File: config.mk
export PLATFORM = sky130hd
export DESIGN_NAME = exit_gate_ctrl
export DESIGN_NICKNAME = d
export VERILOG_FILES = /design/src/rtl/garage_pkg.sv /design/src/rtl/tick_gen.sv /design/src/rtl/exit_gate_ctrl.sv
export SDC_FILE = /design/constraint.sdc
export NUM_CORES = 1
export LEC_CHECK = 0
export ABC_CLOCK_PERIOD_IN_PS = 3000
export CORE_ASPECT_RATIO = 1.25
export CORE_MARGIN = 8
export CORE_UTILIZATION = 52
export CTS_CLUSTER_DIAMETER = 30
export DETAILED_ROUTE_END_ITERATION = 8
export GPL_TIMING_DRIVEN = 0
export PLACE_DENSITY = 0.8
export SYNTH_ARGS = -nofsm -noshare
export SYNTH_HDL_FRONTEND = slang
export SYNTH_HIERARCHICAL = 1
export SYNTH_SLANG_ARGS = --single-unit
File: constraint.sdc
create_clock -name clk -period 3 [get_ports clk]
set_clock_uncertainty 0.05 [all_clocks]
set_input_delay 0.3 -clock clk [delete_from_list [all_inputs] [get_ports clk]]
set_output_delay 0.3 -clock clk [all_outputs]
set_load 0.02 [all_outputs]
File: src/rtl/garage_pkg.sv
`default_nettype none
// ============================================================================
// Module      : garage_pkg
// Description : Shared state encoding and default constants for the garage
//               exit gate controller.
// Revision    : 1.0 - initial release
// ============================================================================
package garage_pkg;

  typedef enum logic [2:0] {
    ST_IDLE      = 3'd0,
    ST_WAIT_CODE = 3'd1,
    ST_WRONG     = 3'd2,
    ST_OPEN      = 3'd3,
    ST_CLOSE     = 3'd4,
    ST_LOCKED    = 3'd5
  } gate_state_e;

  localparam logic [3:0]  c_default_exit_code = 4'hA;
  localparam int unsigned c_default_capacity  = 8;

endpackage
`default_nettype wire

File: src/rtl/tick_gen.sv
`default_nettype none
// ============================================================================
// Module      : tick_gen
// Description : Free-running divider; one-clk tick every DIV cycles, the
//               first on the DIV-th cycle after reset release.
// Revision    : 1.0 - initial release
// ============================================================================
module tick_gen #(
  parameter int unsigned DIV = 4
) (
  input  logic clk,
  input  logic reset,
  output logic tick
);

  localparam int unsigned CNT_W = (DIV > 1) ? $clog2(DIV) : 1;
  localparam logic [CNT_W-1:0] c_last = CNT_W'(DIV - 1);

  logic [CNT_W-1:0] cnt_q, cnt_d;

  always_comb begin
    cnt_d = cnt_q + CNT_W'(1);
    if (cnt_q == c_last) cnt_d = '0;
  end

  always_ff @(posedge clk) begin
    if (reset) cnt_q <= '0;
    else       cnt_q <= cnt_d;
  end

  assign tick = (cnt_q == c_last);

endmodule
`default_nettype wire

File: src/rtl/exit_gate_ctrl.sv
`default_nettype none
// ============================================================================
// Module      : exit_gate_ctrl
// Description : Garage exit gate: keypad code check, gate timing and
//               occupancy tracking. Define EXIT_LOCKOUT_EN to add the
//               wrong-code lockout state and the lockout output.
// Revision    : 1.0 - initial release
// ============================================================================
module exit_gate_ctrl
  import garage_pkg::*;
#(
  parameter int unsigned DIV           = 4,
  parameter int unsigned TIMEOUT_TICKS = 8,
  parameter int unsigned OPEN_TICKS    = 4,
  parameter logic [3:0]  EXIT_CODE     = c_default_exit_code,
  parameter int unsigned CAPACITY      = c_default_capacity
) (
  input  logic       clk,
  input  logic       reset,
  input  logic       sensor_exit,
  input  logic       sensor_clear,
  input  logic [3:0] code,
  input  logic       code_valid,
  input  logic       car_entered,
  output logic       gate_open,
  output logic       green_led,
  output logic       red_led,
  output logic [3:0] occupancy,
  output logic [2:0] state_o
`ifdef EXIT_LOCKOUT_EN
  ,
  output logic       lockout
`endif
);

  localparam int unsigned TCNT_MAX = (2 * TIMEOUT_TICKS > OPEN_TICKS) ? 2 * TIMEOUT_TICKS : OPEN_TICKS;
  localparam int unsigned TCNT_W   = $clog2(TCNT_MAX + 1);

  gate_state_e       state_q, state_d;
  logic [TCNT_W-1:0] tcnt_q, tcnt_d;
  logic [3:0]        occupancy_q, occupancy_d;

  logic w_tick, w_code_ok, w_code_bad, w_timeout_hit, w_open_hit, w_dec;

  tick_gen #(.DIV(DIV)) u_tick_gen (
    .clk  (clk),
    .reset(reset),
    .tick (w_tick)
  );

  // Limits fire on the tick that completes the Nth counted tick.
  assign w_code_ok     = code_valid && (code == EXIT_CODE);
  assign w_code_bad    = code_valid && (code != EXIT_CODE);
  assign w_timeout_hit = w_tick && (tcnt_q == TCNT_W'(TIMEOUT_TICKS - 1));
  assign w_open_hit    = w_tick && (tcnt_q == TCNT_W'(OPEN_TICKS - 1));
  assign w_dec         = (state_q == ST_OPEN) && sensor_clear;

`ifdef EXIT_LOCKOUT_EN
  logic [1:0] wrong_cnt_q, wrong_cnt_d;
  logic       w_lock_hit;

  assign w_lock_hit = w_tick && (tcnt_q == TCNT_W'(2 * TIMEOUT_TICKS - 1));

  always_comb begin
    wrong_cnt_d = wrong_cnt_q;
    if (state_q == ST_WAIT_CODE || state_q == ST_WRONG) begin
      if (w_code_ok)                  wrong_cnt_d = 2'd0;
      else if (w_code_bad)            wrong_cnt_d = (wrong_cnt_q == 2'd2) ? 2'd0 : wrong_cnt_q + 2'd1;
    end
  end

  always_ff @(posedge clk) begin
    if (reset) wrong_cnt_q <= 2'd0;
    else       wrong_cnt_q <= wrong_cnt_d;
  end
`endif

  always_comb begin
    state_d = state_q;
    case (state_q)
      ST_IDLE: begin
        if (sensor_exit && (occupancy_q != 4'd0)) state_d = ST_WAIT_CODE;
      end
      ST_WAIT_CODE, ST_WRONG: begin
        if (w_code_ok) begin
          state_d = ST_OPEN;
        end else if (w_code_bad) begin
`ifdef EXIT_LOCKOUT_EN
          state_d = (wrong_cnt_q == 2'd2) ? ST_LOCKED : ST_WRONG;
`else
          state_d = ST_WRONG;
`endif
        end else if (!sensor_exit || w_timeout_hit) begin
          state_d = ST_IDLE;
        end
      end
      ST_OPEN: begin
        if (sensor_clear)    state_d = ST_CLOSE;
        else if (w_open_hit) state_d = ST_IDLE;
      end
      ST_CLOSE: begin
        if (w_tick) state_d = ST_IDLE;
      end
`ifdef EXIT_LOCKOUT_EN
      ST_LOCKED: begin
        if (w_lock_hit) state_d = ST_IDLE;
      end
`endif
      default: state_d = ST_IDLE;
    endcase
  end

  always_comb begin
    tcnt_d = tcnt_q;
    if (state_d != state_q) tcnt_d = '0;
    else if (w_tick)        tcnt_d = tcnt_q + TCNT_W'(1);
  end

  // An entry and an exit in the same cycle cancel out.
  always_comb begin
    occupancy_d = occupancy_q;
    if (car_entered && !w_dec) begin
      if (occupancy_q < 4'(CAPACITY)) occupancy_d = occupancy_q + 4'd1;
    end else if (w_dec && !car_entered) begin
      if (occupancy_q != 4'd0) occupancy_d = occupancy_q - 4'd1;
    end
  end

  always_ff @(posedge clk) begin
    if (reset) begin
      state_q     <= ST_IDLE;
      tcnt_q      <= '0;
      occupancy_q <= 4'd0;
    end else begin
      state_q     <= state_d;
      tcnt_q      <= tcnt_d;
      occupancy_q <= occupancy_d;
    end
  end

  assign gate_open = (state_q == ST_OPEN);
  assign green_led = (state_q == ST_OPEN) || (state_q == ST_CLOSE);
`ifdef EXIT_LOCKOUT_EN
  assign red_led   = (state_q == ST_WRONG) || (state_q == ST_LOCKED);
  assign lockout   = (state_q == ST_LOCKED);
`else
  assign red_led   = (state_q == ST_WRONG);
`endif
  assign occupancy = occupancy_q;
  assign state_o   = state_q;

endmodule
`default_nettype wire

==> reports/results.ini <==
[status]
status = complete, no violations

[yosys]
synthDistinctLibCells = 36
synth_xor_area_share_pct = 5.90
synthSimpleGateAreaFrac_pct = 27.4
yosys_warnings = 6
syn-num-nets = 114
netlist_area_um2 = 891
synthCells = 99
syn_area_per_cell_um2 = 9.00
ys_ff_latch = 14
synthMuxAreaShare_pct = 4.49
synth-compound-area-share_pct = 18.1
synthAdderAreaFrac_pct = 7.87
ys_seq_area_share_pct = 31.5
synth_top_family_by_area = simple AND/OR/NAND/NOR gates

[die]
fp.dieW_um = 53.0
dieArea_um2 = 3300
core_region_area_um2 = 1580
die_h_um = 62.3
rows = 16
start_util_pct = 56.3
ios = 20

[global_routing]
grt-ovfl-total = 0
grt_start_max_net_pins = 11
grt_use_total_pct = 13.7
grt_pass1_vias = 818
grt_pass1_wl_um = 3620
grt_antenna_before_repair = 0

[critical_path]
r2r_cells = 9
critical-path-top-delay-family = buffers and inverters
criticalPathCategory = reg -> out
worstPathRequired_ns = 2.65
worstSetupStartpointType = register
crit_cells = 5
arrival_ns = 1.84
crit_buf_inv = 2
endpoint_kind = primary output
path_cells = buf_4 > nand2_1 > nor2_1 > a21o_1 > clkdlybuf4s50_1
path_max_fanout = 10
cpPeakStageDelay_ns = 0.60
slowest_stage = clkdlybuf4s50_1

[sta]
finalMaxSlewViolations = 0
fin_crit_ns = 2.19
finalSetupViolCount = 0
maxSlewHeadroom_pct = 72.5
fin_crit_sh_pct = 72.9
tns_ns = 0
whs_ns = 0.382
hold_violations = 0
worst_pin_slew_ns = 0.413
max_freq_mhz = 458
rsz0062_at_grt = false

[clock_network]
htreeDepth = 1
clk_path_buf_depth = 2
cts-root-buf = clkbuf_4
hold_buffers = 0
cts_resized = 0
cts_tree = done
worst_skew_pair.late_latency_ns = 0.29
clkTransAtPathRegs_ns = 0.09
clock_sinks = 14
post_cts_buffers = 0
cts_buffers = 3

[route]
drtAntennaViolNets = 0
wl_per_cell_um = 14.6
vias = 798
wirelength_um = 2050
drtIter0Drc = 14
vias_per_cell = 5.70
dr.pass1.iters = 4
drc = 0

[layout]
finish.net_count = 138
n_fill_cell = 126
final_common_cell = clkdlybuf4s50_1
syn2layout_area_growth_pct = 27.9
final_util_pct = 72.1
drive_above_1_share_pct = 12.3
fin_cells = 140
insertedDiodeCount = 0
final_cell_mix = clkdlybuf4s50_1, nor2_1, dfxtp_1

[power]
p_leak_nw = 0.447
swShare_pct = 32.7
p_comb_share_pct = 33.1
cellPowerDensity_nw_per_um2 = 488
p_seq_share_pct = 41.6
p_switching_mw = 0.182
peakVddDrop_uv = 309
p_clk_share_pct = 25.3
power_mw = 0.556
intPower_mw = 0.374

[place]
routabilityCongestion = 0.876
dp_hpwl_um = 1580
dp_cells = 136
port_buffers = 19

[min_path]
hold_path_depth = 1
hp-class = reg -> reg

[run]
cap_violations = 0

==> sequential cells by signal, indices dropped and copies added (netlist names) <==
signal,cells
tcnt_q,5
occupancy,4
state_o,3
u_tick_gen/cnt_q,2
==> worst paths after layout <==
| kind | start | end | slack (ns) |
|---|---|---|---|
| max | state_o[1] | green_led | 0.81 |
| min | u_tick_gen/cnt_q[0] | u_tick_gen/cnt_q[0] | 0.38 |
| max reg2reg | state_o[2] | occupancy[3] | 0.83 |
| min reg2reg | u_tick_gen/cnt_q[0] | u_tick_gen/cnt_q[0] | 0.38 |
==> cells by family after synthesis <==
group / Yosys count
fa+ha+maj: 5
flops: 14
xor+xnor: 6
compound gates: 21
buf+inv: 8
mux: 4
simple gates: 41
==> power by group through the flow <==
stage                     clock (mW)  combinational [mW]  sequential, mW
final                          0.141               0.184           0.231
after global routing           0.151               0.201           0.235
after detailed placement           0               0.185           0.234
after CTS                      0.143               0.185           0.231
after floorplan                    0               0.104           0.247
after global placement             0               0.179           0.233
==> layer usage <==
metal	part of all wire [%]	GRT usage, %	up-vias
met2	51	22.2	17
met5	0	0	-
li1	-	-	396
met3	1.9	2.14	5
met1	45	16.7	380
met4	1.8	5.84	0
==> Yosys cell counts, drive strengths merged <==
cell type	n	share of area [%]
o32a	1	2.5
nand3	3	1.7
a21oi	6	3.4
nor4b	1	0.98
nor3b	2	2.2
nand4	2	1.4
dfxtp	14	31
o31a	1	0.98
a21o	3	2.5
inv	4	1.7
clkbuf	1	0.42
nand3b	2	1.7
nor2	17	7.2
nor4bb	1	2.8
nor4	1	1.4
mux2i	4	4.5
xor2	4	3.9
o21ba	1	1.1
a311oi	1	1.7
a31oi	1	0.70
nand4bb	1	1.3
fa	1	2.2
o21ai	6	3.4
xnor2	2	2.0
nor3	3	2.2
nand2	5	2.1
nand2b	2	1.4
a32oi	1	1.8
ha	4	5.6
nand4b	1	0.98
buf	3	2.7
==> per-stage QoR <==
| stage | worst slack (ns) | instance area [um^2] |
|---|---|---|
| 4_1_cts | 0.813 | 1140 |
| 6_report | 0.814 | 1140 |
| 2_1_floorplan | 0.953 | 891 |
| 3_3_place_gp | 0.616 | 1100 |
| 5_1_grt | 0.593 | 1140 |
| 3_5_place_dp | 0.534 | 1100 |
==> layout make-up <==
type	instances	area [um^2]	share of cell area, %
multi-input combinational	77	568	49.8
sequential	14	280	24.6
timing repair buffer	19	190	16.7
clock buffer	4	36.3	3.18
buffer	4	27.5	2.41
tap	18	22.5	1.98
inverter	4	15.0	1.32
Note: power is estimated with default switching activity, not from simulation.
